==> config.mk <==
export PLATFORM = sky130hd
export DESIGN_NAME = keypad_encoder
export DESIGN_NICKNAME = d
export VERILOG_FILES = /design/src/rtl/keypad_pkg.sv /design/src/rtl/keypad_sync.sv /design/src/rtl/keypad_encoder.sv
export SDC_FILE = /design/constraint.sdc
export NUM_CORES = 1
export LEC_CHECK = 0
export ABC_AREA = 1
export BUFFER_PORTS_ARGS = -buffer_cell sky130_fd_sc_hd__buf_2
export CAP_MARGIN = 20
export CORE_UTILIZATION = 35
export CTS_CLUSTER_DIAMETER = 100
export DETAILED_ROUTE_END_ITERATION = 16
export PLACE_DENSITY = 0.61
export SYNTH_ARGS = -nofsm -noshare
export SYNTH_HDL_FRONTEND = slang
export SYNTH_HIERARCHICAL = 1
export SYNTH_SLANG_ARGS = --single-unit
==> constraint.sdc <==
create_clock -name clk -period 3.9 [get_ports clk]
set_input_delay 0.78 -clock clk [delete_from_list [all_inputs] [get_ports clk]]
set_output_delay 0.78 -clock clk [all_outputs]
set_load 0.005 [all_outputs]
==> src/rtl/keypad_pkg.sv <==
// Shared types and constants for the 4x4 keypad encoder: FSM states,
// key codes, the (row, col) key map and small one-hot/priority helpers.
package keypad_pkg;

  typedef enum logic [1:0] {SCAN, DEBOUNCE, STROBE, WAIT_RELEASE} kp_state_t;

  localparam logic [3:0] KEY_A    = 4'd10;
  localparam logic [3:0] KEY_B    = 4'd11;
  localparam logic [3:0] KEY_C    = 4'd12;
  localparam logic [3:0] KEY_D    = 4'd13;
  localparam logic [3:0] KEY_STAR = 4'd14;
  localparam logic [3:0] KEY_HASH = 4'd15;

  // Indexed by {row_idx, col_idx}; element 0 is the rightmost entry.
  localparam logic [15:0][3:0] KEY_MAP = {
    KEY_D, KEY_HASH, 4'd0, KEY_STAR,   // row 3: *, 0, #, D
    KEY_C, 4'd9,     4'd8, 4'd7,       // row 2: 7, 8, 9, C
    KEY_B, 4'd6,     4'd5, 4'd4,       // row 1: 4, 5, 6, B
    KEY_A, 4'd3,     4'd2, 4'd1        // row 0: 1, 2, 3, A
  };

  function automatic logic [1:0] lowest_col(input logic [3:0] cols);
    if (cols[0])      lowest_col = 2'd0;
    else if (cols[1]) lowest_col = 2'd1;
    else if (cols[2]) lowest_col = 2'd2;
    else              lowest_col = 2'd3;
  endfunction

  function automatic logic [1:0] row_index(input logic [3:0] rows_oh);
    case (rows_oh)
      4'b0010: row_index = 2'd1;
      4'b0100: row_index = 2'd2;
      4'b1000: row_index = 2'd3;
      default: row_index = 2'd0;
    endcase
  endfunction

endpackage

==> src/rtl/keypad_sync.sv <==
// Parameterized-width two-flop synchronizer for asynchronous inputs;
// both stages reset to 0.
module keypad_sync #(
  parameter int WIDTH = 4
) (
  input  logic             clk,
  input  logic             nrst,
  input  logic [WIDTH-1:0] d,
  output logic [WIDTH-1:0] q
);

  logic [WIDTH-1:0] ff1_q;
  logic [WIDTH-1:0] ff2_q;

  // NOTE: non-blocking assignments make both stages sample the pre-edge
  // values; blocking ones would collapse the chain into a single flop.
  always_ff @(posedge clk or negedge nrst) begin
    if (!nrst) begin
      ff1_q <= '0;
      ff2_q <= '0;
    end else begin
      ff1_q <= d;
      ff2_q <= ff1_q;
    end
  end

  assign q = ff2_q;

endmodule

==> src/rtl/keypad_encoder.sv <==
// 4x4 matrix keypad scanner: rotates a one-hot row drive, debounces the
// synchronized column returns and emits a one-cycle keystrobe per press.
module keypad_encoder
  import keypad_pkg::*;
#(
  parameter int SCAN_DIV        = 1000,
  parameter int DEBOUNCE_CYCLES = 10000
) (
  input  logic       clk,
  input  logic       nrst,
  input  logic [3:0] columns,
  output logic [3:0] rows,
  output logic [3:0] keycode,
  output logic       keystrobe
);

  localparam int CNT_MAX = (SCAN_DIV > DEBOUNCE_CYCLES) ? SCAN_DIV : DEBOUNCE_CYCLES;
  localparam int CNT_W   = $clog2(CNT_MAX);
  localparam logic [CNT_W-1:0] SCAN_LAST = CNT_W'(SCAN_DIV - 1);
  localparam logic [CNT_W-1:0] DEB_LAST  = CNT_W'(DEBOUNCE_CYCLES - 1);
  localparam logic [CNT_W-1:0] CNT_ONE   = CNT_W'(1);

  kp_state_t        state_q, state_d;
  logic [CNT_W-1:0] cnt_q, cnt_d;
  logic [3:0]       rows_q, rows_d;
  logic [1:0]       col_q, col_d;
  logic [3:0]       keycode_q, keycode_d;
  logic             keystrobe_q, keystrobe_d;

  logic [3:0] col_sync;
  logic       col_bit;
  logic [1:0] row_idx;
  logic [3:0] rows_rot;
  logic       scan_done;
  logic       deb_done;

  keypad_sync #(.WIDTH(4)) u_col_sync (
    .clk  (clk),
    .nrst (nrst),
    .d    (columns),
    .q    (col_sync)
  );

  assign col_bit   = col_sync[col_q];
  assign row_idx   = row_index(rows_q);
  assign rows_rot  = {rows_q[2:0], rows_q[3]};
  assign scan_done = (cnt_q == SCAN_LAST);
  assign deb_done  = (cnt_q == DEB_LAST);

  always_ff @(posedge clk or negedge nrst) begin
    if (!nrst) begin
      state_q     <= SCAN;
      cnt_q       <= '0;
      rows_q      <= 4'b0001;
      col_q       <= 2'd0;
      keycode_q   <= 4'h0;
      keystrobe_q <= 1'b0;
    end else begin
      state_q     <= state_d;
      cnt_q       <= cnt_d;
      rows_q      <= rows_d;
      col_q       <= col_d;
      keycode_q   <= keycode_d;
      keystrobe_q <= keystrobe_d;
    end
  end

  // NOTE: every variable gets a default before the case so no path leaves
  // it unassigned, which would otherwise infer a latch.
  always_comb begin
    state_d = state_q;
    case (state_q)
      SCAN:         if (scan_done && (col_sync != 4'b0000)) state_d = DEBOUNCE;
      DEBOUNCE:     if (!col_bit) state_d = SCAN;
                    else if (deb_done) state_d = STROBE;
      STROBE:       state_d = WAIT_RELEASE;
      WAIT_RELEASE: if (!col_bit && deb_done) state_d = SCAN;
      default:      state_d = SCAN;
    endcase
  end

  always_comb begin
    cnt_d       = cnt_q;
    rows_d      = rows_q;
    col_d       = col_q;
    keycode_d   = keycode_q;
    keystrobe_d = 1'b0;
    case (state_q)
      SCAN: begin
        if (scan_done) begin
          cnt_d = '0;
          if (col_sync != 4'b0000) col_d  = lowest_col(col_sync);
          else                     rows_d = rows_rot;
        end else begin
          cnt_d = cnt_q + CNT_ONE;
        end
      end
      DEBOUNCE: begin
        if (!col_bit) begin
          cnt_d  = '0;
          rows_d = rows_rot;
        end else if (deb_done) begin
          cnt_d       = '0;
          keystrobe_d = 1'b1;
          keycode_d   = KEY_MAP[{row_idx, col_q}];
        end else begin
          cnt_d = cnt_q + CNT_ONE;
        end
      end
      STROBE: cnt_d = '0;
      WAIT_RELEASE: begin
        // Any return of the watched column restarts the release window.
        if (col_bit) begin
          cnt_d = '0;
        end else if (deb_done) begin
          cnt_d  = '0;
          rows_d = rows_rot;
        end else begin
          cnt_d = cnt_q + CNT_ONE;
        end
      end
      default: cnt_d = '0;
    endcase
  end

  assign rows      = rows_q;
  assign keycode   = keycode_q;
  assign keystrobe = keystrobe_q;

endmodule
* After elaboration in Yosys (flattened, before gate mapping)
Memories as Yosys holds them, arrays and structs flattened. A register that Yosys moved wholly into a read port is not among the register bits. Cells that the tools add are included. W data, S select, Z words.
Storage, ports and cells: register bits after elaboration 31, latch bits 0, memory bits (writable) 0, memory bits (read-only) 64, bits of input ports 6, output and inout port bits 9, logic and storage cells 62, memories kept 1
Operators by class: add/subtract/negate cells 1, multipliers 0, divide/modulo/power cells 0, magnitude comparators 1, equality and inequality tests 16, shift-type cells 0, muxes and demuxes 25, bitwise logic cells 0, reductions and logical operators 11
Memories:
- (no name shown) | words 16, width 4, read ports 1, clocked after memory_dff 1, wr ports 0, RTL line keypad_encoder.sv:105 | keycode_d = KEY_MAP[{row_idx, col_q}];
Operators by type and width (number):
- $mux W14 | 4
- $pmux W14 S4 | 1
- $mux W4 | 5
- $add A14 B1 Y14 const B | 1
- $eq A14 B10 Y1 const B | 1
- $eq A14 B14 Y1 const B | 1
- $ne A2 B2 Y1 const B | 7
- $mux W2 | 6
- $pmux W4 S3 | 1
- $reduce_and A3 Y1 | 3
- $pmux W2 S4 | 1
- $pmux W2 S3 | 1
- $reduce_and A6 Y1 | 1
- $mux W1 | 5
- $eq A2 B2 Y1 const B | 2
- $eq A4 B2 Y1 const B | 1
- $eq A4 B3 Y1 const B | 1
- $eq A4 B4 Y1 const B | 1
- $reduce_bool A4 Y1 | 1
- $lt A2 B3 Y1 const B | 1
- $ne A3 B3 Y1 const B | 1
- $reduce_bool A3 Y1 | 1
- $bmux W1 S2 | 1
- $eq A2 B1 Y1 const B | 1
- other kinds (3) | 5

* Depth between registers and ports, before layout
Gate-level depths: netlist (run 1).
depth in word-level cells 6, depth in mapped cells 11, gate-level depth less buffers 10

* Hierarchy
The synthesis (run 1) kept the hierarchy.
By module, submodules not included:
- keypad_encoder | instances 1, cells each 249, area an instance 1838.0 sq um, seq. area each 676.9 sq um
- keypad_sync | instances 1, cells each 8, area an instance 200.2 sq um, seq. area each 200.2 sq um

* Worst setup path before layout (run 1)
Ideal clock, no wire load.
path type register to register, start register cnt_q[0], end register cnt_q[0], setup time 0.127 ns, arrival 1.346 ns, required time 3.773 ns, path slack 2.427 ns, stages on the path, launching flop included 10, path buffers 1, clock period less this slack 1.473 ns, cells stage by stage dfrtp_1 > ha_1 > nand3_2 > inv_2 > nand2_1 > nor2_4 > nor2_2 > nand2_4 > buf_8 > a21oi_2
On the way: longest elaborated chain between the ends 4, elaborated cells between the ends (all ways) 8, those cells by class add/sub: 1; eq/ne: 2; mux: 5
RTL lines:
- from (decl) | RTL line keypad_encoder.sv:24 | logic [CNT_W-1:0] cnt_q, cnt_d;
- from (signal assigned) | RTL line keypad_encoder.sv:60 | cnt_q <= cnt_d;
- $add A14 B1 Y14 / $eq A14 B14 Y1 (equally long branches)
- $mux W14 | RTL line keypad_encoder.sv:102, keypad_encoder.sv:115
- $mux W14, on equally long branches | RTL line keypad_encoder.sv:113, keypad_encoder.sv:99
- $pmux W14 S4 (*) | RTL line keypad_encoder.sv:88 | case (state_q)
- net cnt_d[0] | RTL line keypad_encoder.sv:24
The timed path passes the listed nets; every way through them passes the cells marked *. A chain may end at the register's enable or synchronous reset.

* Worst setup path after layout (run 1)
start register cnt_q[0], end register rows_q[2] (netlist: rows[2])
On the way: longest elaborated chain between the ends 3, elaborated cells between the ends (all ways) 5, those cells by class eq/ne: 4; reduce/logical: 1
RTL lines:
- $eq A14 B14 Y1 / $eq A14 B10 Y1 (equally long branches) | RTL line keypad_encoder.sv:48, keypad_encoder.sv:47
- $ne A2 B2 Y1 (no source line)
- $reduce_and A6 Y1 (no source line) (*)
- to (signal assigned) | RTL line keypad_encoder.sv:61 | rows_q <= rows_d;
- to (decl) | RTL line keypad_encoder.sv:25 | logic [3:0] rows_q, rows_d;
Mark *: on every way between the ends. The rest lies on a longest branch, timed or not.

==> results.ini, run 1 <==
[cts]
ctsHtreeMaxLevel = 2
insertion_delay_ns = 0.29
cts_sinks = 35
cts.root.buffer_cell = clkbuf_8
clk_pin_slew_worst_paths_ns = 0.07
cts_buffer_depth = 2
numCtsBuffers = 5
hold_buffers = 0
post_cts.repair.setup_buffers = 0
cts_tree = built
cts_resized = 0

[sta]
fin_setup_tns_ns = 0
slew_headroom_pct = 40.8
max_clock_freq_ghz = 0.470
slew_viol_final = 0
period_share_pct = 54.5
finalSetupViolCount = 0
fin_worst_skew_ns = 0.00871
fin_ws_ns = 1.77
hold_viol = 0
grt_setup_unrepaired = false
fin_crit_ns = 2.13
worst_pin_slew_ns = 0.886

[global_routing]
grt_use_total_pct = 14.4
antenna_found_initial = 0
grt_pass1_vias = 1516
grt-ovfl-total = 0
grt_max_degree = 36
grt_pass1_wl_um = 6870

[setup_path]
critical_path.top_delay_family = simple AND/OR/NAND/NOR gates
crit_type = reg2reg
slowest_stage = nand2_1
crit_top_cell = nand2_1
cp_num_buf_inv = 0
cp-start-kind = register
worst_path_largest_cell_delay_ns = 0.65
worstPathCellList = ha_1 -> nand3_1 -> nor2_1 -> nand2_1 -> nand2_1 -> nand3_2 -> nand2_1 -> nand2_1
cp.required_ns = 4.07
endpoint_kind = register
path_max_fanout = 20
crit_arrival_ns = 2.30

[cells_and_area]
final_cell_mix = 73 x nand2_1, 34 x dfrtp_1, 29 x nor2_1
final_common_cell = nand2_1
final_util_pct = 41.3
n_antenna_cell = 0
fin_nets = 286
syn_to_final_growth_pct = 13.0
drive_gt1_share_pct = 20.4

[floorplanning]
fp.coreArea_sq_um = 5570
die_w_um = 78.3
die_h_um = 78.3
core.rowCount = 27
die_area_sq_um = 6130
initial_core_util_pct = 36.6
ios = 15

[job]
maxCapViolCount = 0

[place]
place.gp.congestion = 0.822
io_buffers = 14
dpl.hpwl_um = 2830
pre_cts_slack_ns = 1.79

[detailed_routing]
wl_per_cell_um = 11.2
routed_via_density = 4.69
wirelength_um = 3880
firstDrtPassIters = 4
route.detailed.drc = 0
vias = 1628
postRouteAntennaNets = 0
drt_iter0_drc = 83

[power_and_ir_drop]
power_density_nw_per_um2 = 337
ir_drop_uv = 188
p_leak_nw = 1.09

[logic_synthesis]
syn_area_per_cell_sq_um = 7.93
yosysWarnings = 6
postSynthNetCount = 269
ys_seq_elements = 35
synth_top_area_share_pct = 41.7
synthTopCellsByArea = dfrtp_1 42%, nand2_1 13%, nor2_1 5.3%
synth_area_sq_um = 2040
ys_seq_area_share_pct = 43.0
ys_types = 31
yosysTopAreaCell = dfrtp_1
postSynthCellCount = 257

[run_status]
status = finished, final reports clean

[min_path]
min_path_type = reg2reg

per-layer routing:
metal	vias up	track usage, %	routed length, um
met5	-	0	0
met4	0	6.11	61
met3	5	3.95	171
met2	26	22.8	1730
met1	748	18.3	1910
li1	849	-	-
state kept, by name, indices dropped and copies added, names as in the netlist, named ones only:
register	flops
keystrobe	1
col_q	2
rows	4
keycode	4
u_col_sync/q	4
state_q	1
cnt_q	14
u_col_sync/ff1_q	4
path summary, 6_finish.rpt:
path                                startpoint               to  slack, ns  depth (start not counted)
max in group asynchronous                 nrst          rows[1]       2.86                          1
max                                   cnt_q[0]          rows[2]       1.77                          8
min in group asynchronous                 nrst          rows[3]       0.56                          1
max reg2reg                           cnt_q[0]          rows[2]       1.77                          8
min                        u_col_sync/ff1_q[2]  u_col_sync/q[2]       0.35                          0
min reg2reg                u_col_sync/ff1_q[2]  u_col_sync/q[2]       0.35                          0
worst reg2reg max path, cell delays in order (launching register included):
cell and delay (ns):
dfrtp_1 0.39, ha_1 0.29, nand3_1 0.11, nor2_1 0.12, nand2_1 0.07, nand2_1 0.65, nand3_2 0.23, nand2_1 0.10
nand2_1 0.05
cell usage after synthesis, drive strengths merged:
library cell   n
nand4         10
dfrtp         34
or2            2
o21ai          9
buf            4
a31oi          1
xor2          10
a21oi         14
ha             6
nor3           6
nand2         78
nor2          32
dfstp          1
xnor2          1
inv           30
a21boi         1
clkinv         1
nand3         17
kinds of logic (layout without fill, tap and decap cells):
| group | count (synthesis) | after routing | synth area share, % |
|---|---|---|---|
| and+or+nand+nor | 145 | 145 | 32.9 |
| DFF | 35 | 35 | 43.0 |
| buffers and inverters | 35 | 53 | 7.30 |
| AOI/OAI and AO/OA | 25 | 25 | 8.35 |
| xor gates and xnor gates | 11 | 11 | 4.73 |
| adders and majority gates | 6 | 6 | 3.68 |
through the flow:
step           total power (W)  cells  hold WS (ns)  cell area (sq um)
3_3_place_gp          0.000392    339         0.334               2170
5_1_grt               0.000809    347         0.363               2300
3_5_place_dp          0.000392    339         0.335               2170
4_1_cts               0.000787    347         0.352               2300
6_report              0.000777    347         0.351               2300
2_1_floorplan         0.000381    257         0.331               2040
area by class of cell:
cell class | instances | area, sq um
clock buffers | 5 | 68.8
clock inverters | 3 | 67.6
fillers | 562 | 3270
inverters | 31 | 116
multi-input cells | 187 | 1010
flip-flops and latches | 35 | 877
well taps | 72 | 90.1
repair buffers | 14 | 70.1
power by group:
part	leakage [nW]	internal, W	total, W	switching, W
registers	0.452	0.000367	0.000369	0.00000180
logic	0.571	0.00000393	0.0000151	0.0000112
clock network	0.0644	0.000255	0.000393	0.000138
(Power assumes the default switching activity.)
==> inputs of run 2 (changes only) <==
ABC_AREA = 0   (was 1)
clock period = 2.2 ns   (was 3.9 ns; I/O delays follow)
==> run 2 against run 1 <==
  * Sequential share of layout area rose by 2.3 points
  * Critical endpoint is now rows[1]
  * Global-route usage fell by 0.46 points
  * First-iteration DRC count fell by 61%
  * Routed wire length fell by 12%
  * Fmax rose by 3.1%
  * Critical path depth fell by 4
  * Clock power rose by 72%
  * Total power rose by 74%
  * Flip-flop and latch count did not move
  * Die area fell by 9.7%
  * Synthesized area fell by 9.9%
  * Clock skew fell by 0.00084 ns
==> results.ini, run 2 <==
[logic_synthesis]
async_flop_share_pct = 100
ys_seq_area_share_pct = 47.8
ys.flop_type = dfrtp_1
ys_seq_elements = 35
yosysTopAreaCell = dfrtp_1
yosysWarnings = 6
postSynthCellCount = 165
synth_common_cells = 34 x dfrtp_1, 20 x nor2_1, 10 x xnor2_1
synth_top_area_share_pct = 46.4
ys_types = 50
yosysMostFrequentCell = dfrtp_1
synth_area_sq_um = 1840
synth_edf_count = 0
synthTopCellsByArea = dfrtp_1 46%, xnor2_1 4.8%, ha_1 4.1%
postSynthNetCount = 177
syn_area_per_cell_sq_um = 11.1

[floorplanning]
initial_core_util_pct = 37.6
die_h_um = 74.4
core.rowCount = 25
fp.coreArea_sq_um = 4880
ios = 15
die_w_um = 74.4
die_area_sq_um = 5540

[power_and_ir_drop]
totalPowerFinal_w = 0.00135
switching_power_w = 0.000244
clkPwrFrac_pct = 49.9
power_density_nw_per_um2 = 623
swShare_pct = 18.0
p_int_w = 0.00111
pwr-share-seq_pct = 48.4
p_leak_nw = 0.988
combPwrFrac_pct = 1.8
ir_drop_uv = 385

[sta]
fin_crit_ns = 2.06
worst_pin_slew_ns = 0.767
slew_viol_final = 0
hold_viol = 0
finalSetupViolCount = 0
slew_headroom_pct = 48.9
fin_setup_tns_ns = 0
fin_ws_ns = 0.137
period_share_pct = 93.8
max_clock_freq_ghz = 0.485
fin_worst_skew_ns = 0.00787

[job]
maxCapViolCount = 0

[global_routing]
antenna_found_initial = 0
grt_pass1_wl_um = 5800
grt-ovfl-total = 0
grt_max_degree = 36
grt_use_total_pct = 13.9
grt_pass1_vias = 1258

[setup_path]
cp-start-kind = register
endpoint_kind = register
cp.required_ns = 2.36
path_max_fanout = 5
crit_arrival_ns = 2.22
crit_type = reg2reg

[cells_and_area]
syn_to_final_growth_pct = 18.4
largest_reg_flops = 14
final_common_cell = dfrtp_1
fin_nets = 200
top_register = cnt_q
drive_gt1_share_pct = 22.8
n_antenna_cell = 0
final_cell_mix = 34 x dfrtp_1, 20 x nor2_1, 14 x buf_2

[min_path]
min_path_type = in2async

[cts]
ctsHtreeMaxLevel = 2
insertion_delay_ns = 0.28
cts.root.buffer_cell = clkbuf_8
cts_buffer_depth = 2
numCtsBuffers = 5
cts_tree = built
cts_sinks = 35
clk_pin_slew_worst_paths_ns = 0.07

[detailed_routing]
wirelength_um = 3400
routed_via_density = 5.13
postRouteAntennaNets = 0
vias = 1312
route.detailed.drc = 0
wl_per_cell_um = 13.3
firstDrtPassIters = 4
drt_iter0_drc = 32

[place]
pre_cts_slack_ns = 0.175
io_buffers = 14
dpl.hpwl_um = 2310
place.gp.congestion = 0.788

[run_status]
status = finished, final reports clean

run 2: kinds of logic (layout without fill, tap and decap cells):
| kind of cell | count (synthesis) | count (layout) | synth area share (%) |
|---|---|---|---|
| AOI/OAI and AO/OA | 22 | 22 | 10.6 |
| xor gates and xnor gates | 14 | 14 | 6.68 |
| adders and majority gates | 6 | 6 | 4.09 |
| buffers and inverters | 12 | 36 | 2.66 |
| DFF | 35 | 35 | 47.8 |
| muxes | 11 | 11 | 7.91 |
| and+or+nand+nor | 65 | 65 | 20.3 |
run 2: worst paths after layout:
kind	from	depth (start not counted)	end	slack, ns
worst min register to register	u_col_sync/ff1_q[1]	0	u_col_sync/q[1]	0.35
min in group clk	columns[1]	1	u_col_sync/ff1_q[1]	0.26
worst max-delay path	cnt_q[5]	4	rows[1]	0.14
worst max register to register	cnt_q[5]	4	rows[1]	0.14
max in group asynchronous	nrst	1	rows[1]	1.48
worst min-delay path	nrst	1	cnt_q[9]	0.22
run 2: area by class of cell:
cell class	instances	area [sq um]
clock buffers	6	72.6
fillers	469	2710
well taps	67	83.8
flip-flops and latches	35	877
clock inverters	2	60.1
inverters	7	26.3
multi-input cells	118	918
repair buffers	21	135
run 2: worst max-delay path, cell delays in order (launching register included):
cell and delay [ns]:
dfrtp_1 0.44, nor4b_2 0.43, a41oi_1 0.30, a221oi_4 0.42, mux2_1 0.36
run 2: timing repair:
action / 4_1_cts / 5_1_grt
setup buffers: 0 / 1
hold buffers: 0 / 0
endpoints found under the hold margin: 0 / 0
resized for setup: 0 / 1
endpoints found under the setup margin: 0 / 16
run 2: metal layers:
metal / vias up / share of wire [%] / global-route usage [%]
li1: 649 / - / -
met1: 634 / 49 / 19.1
met2: 27 / 47 / 21.2
met3: 2 / 3.8 / 3.39
met4: 0 / 0.68 / 5.24
met5: - / 0 / 0
run 2: power by group through the flow:
stage / Sequential (W) / Combinational (W) / Clock (W)
after floorplan: 0.000667 / 0.00000723 / 0
after global placement: 0.000667 / 0.0000248 / 0
after detailed placement: 0.000667 / 0.0000253 / 0
after CTS: 0.000655 / 0.0000254 / 0.000695
after global routing: 0.000656 / 0.0000283 / 0.000719
final: 0.000655 / 0.0000239 / 0.000676
run 2: metrics by stage:
step | instances | hold slack (ns) | cell area (sq um) | util [%]
2_1_floorplan | 165 | 0.144 | 1840 | -
3_3_place_gp | 247 | 0.333 | 2010 | 41.2
3_5_place_dp | 247 | 0.335 | 2010 | 41.2
4_1_cts | 255 | 0.254 | 2140 | 43.9
5_1_grt | 256 | 0.250 | 2170 | 44.5
6_report | 256 | 0.221 | 2170 | 44.5
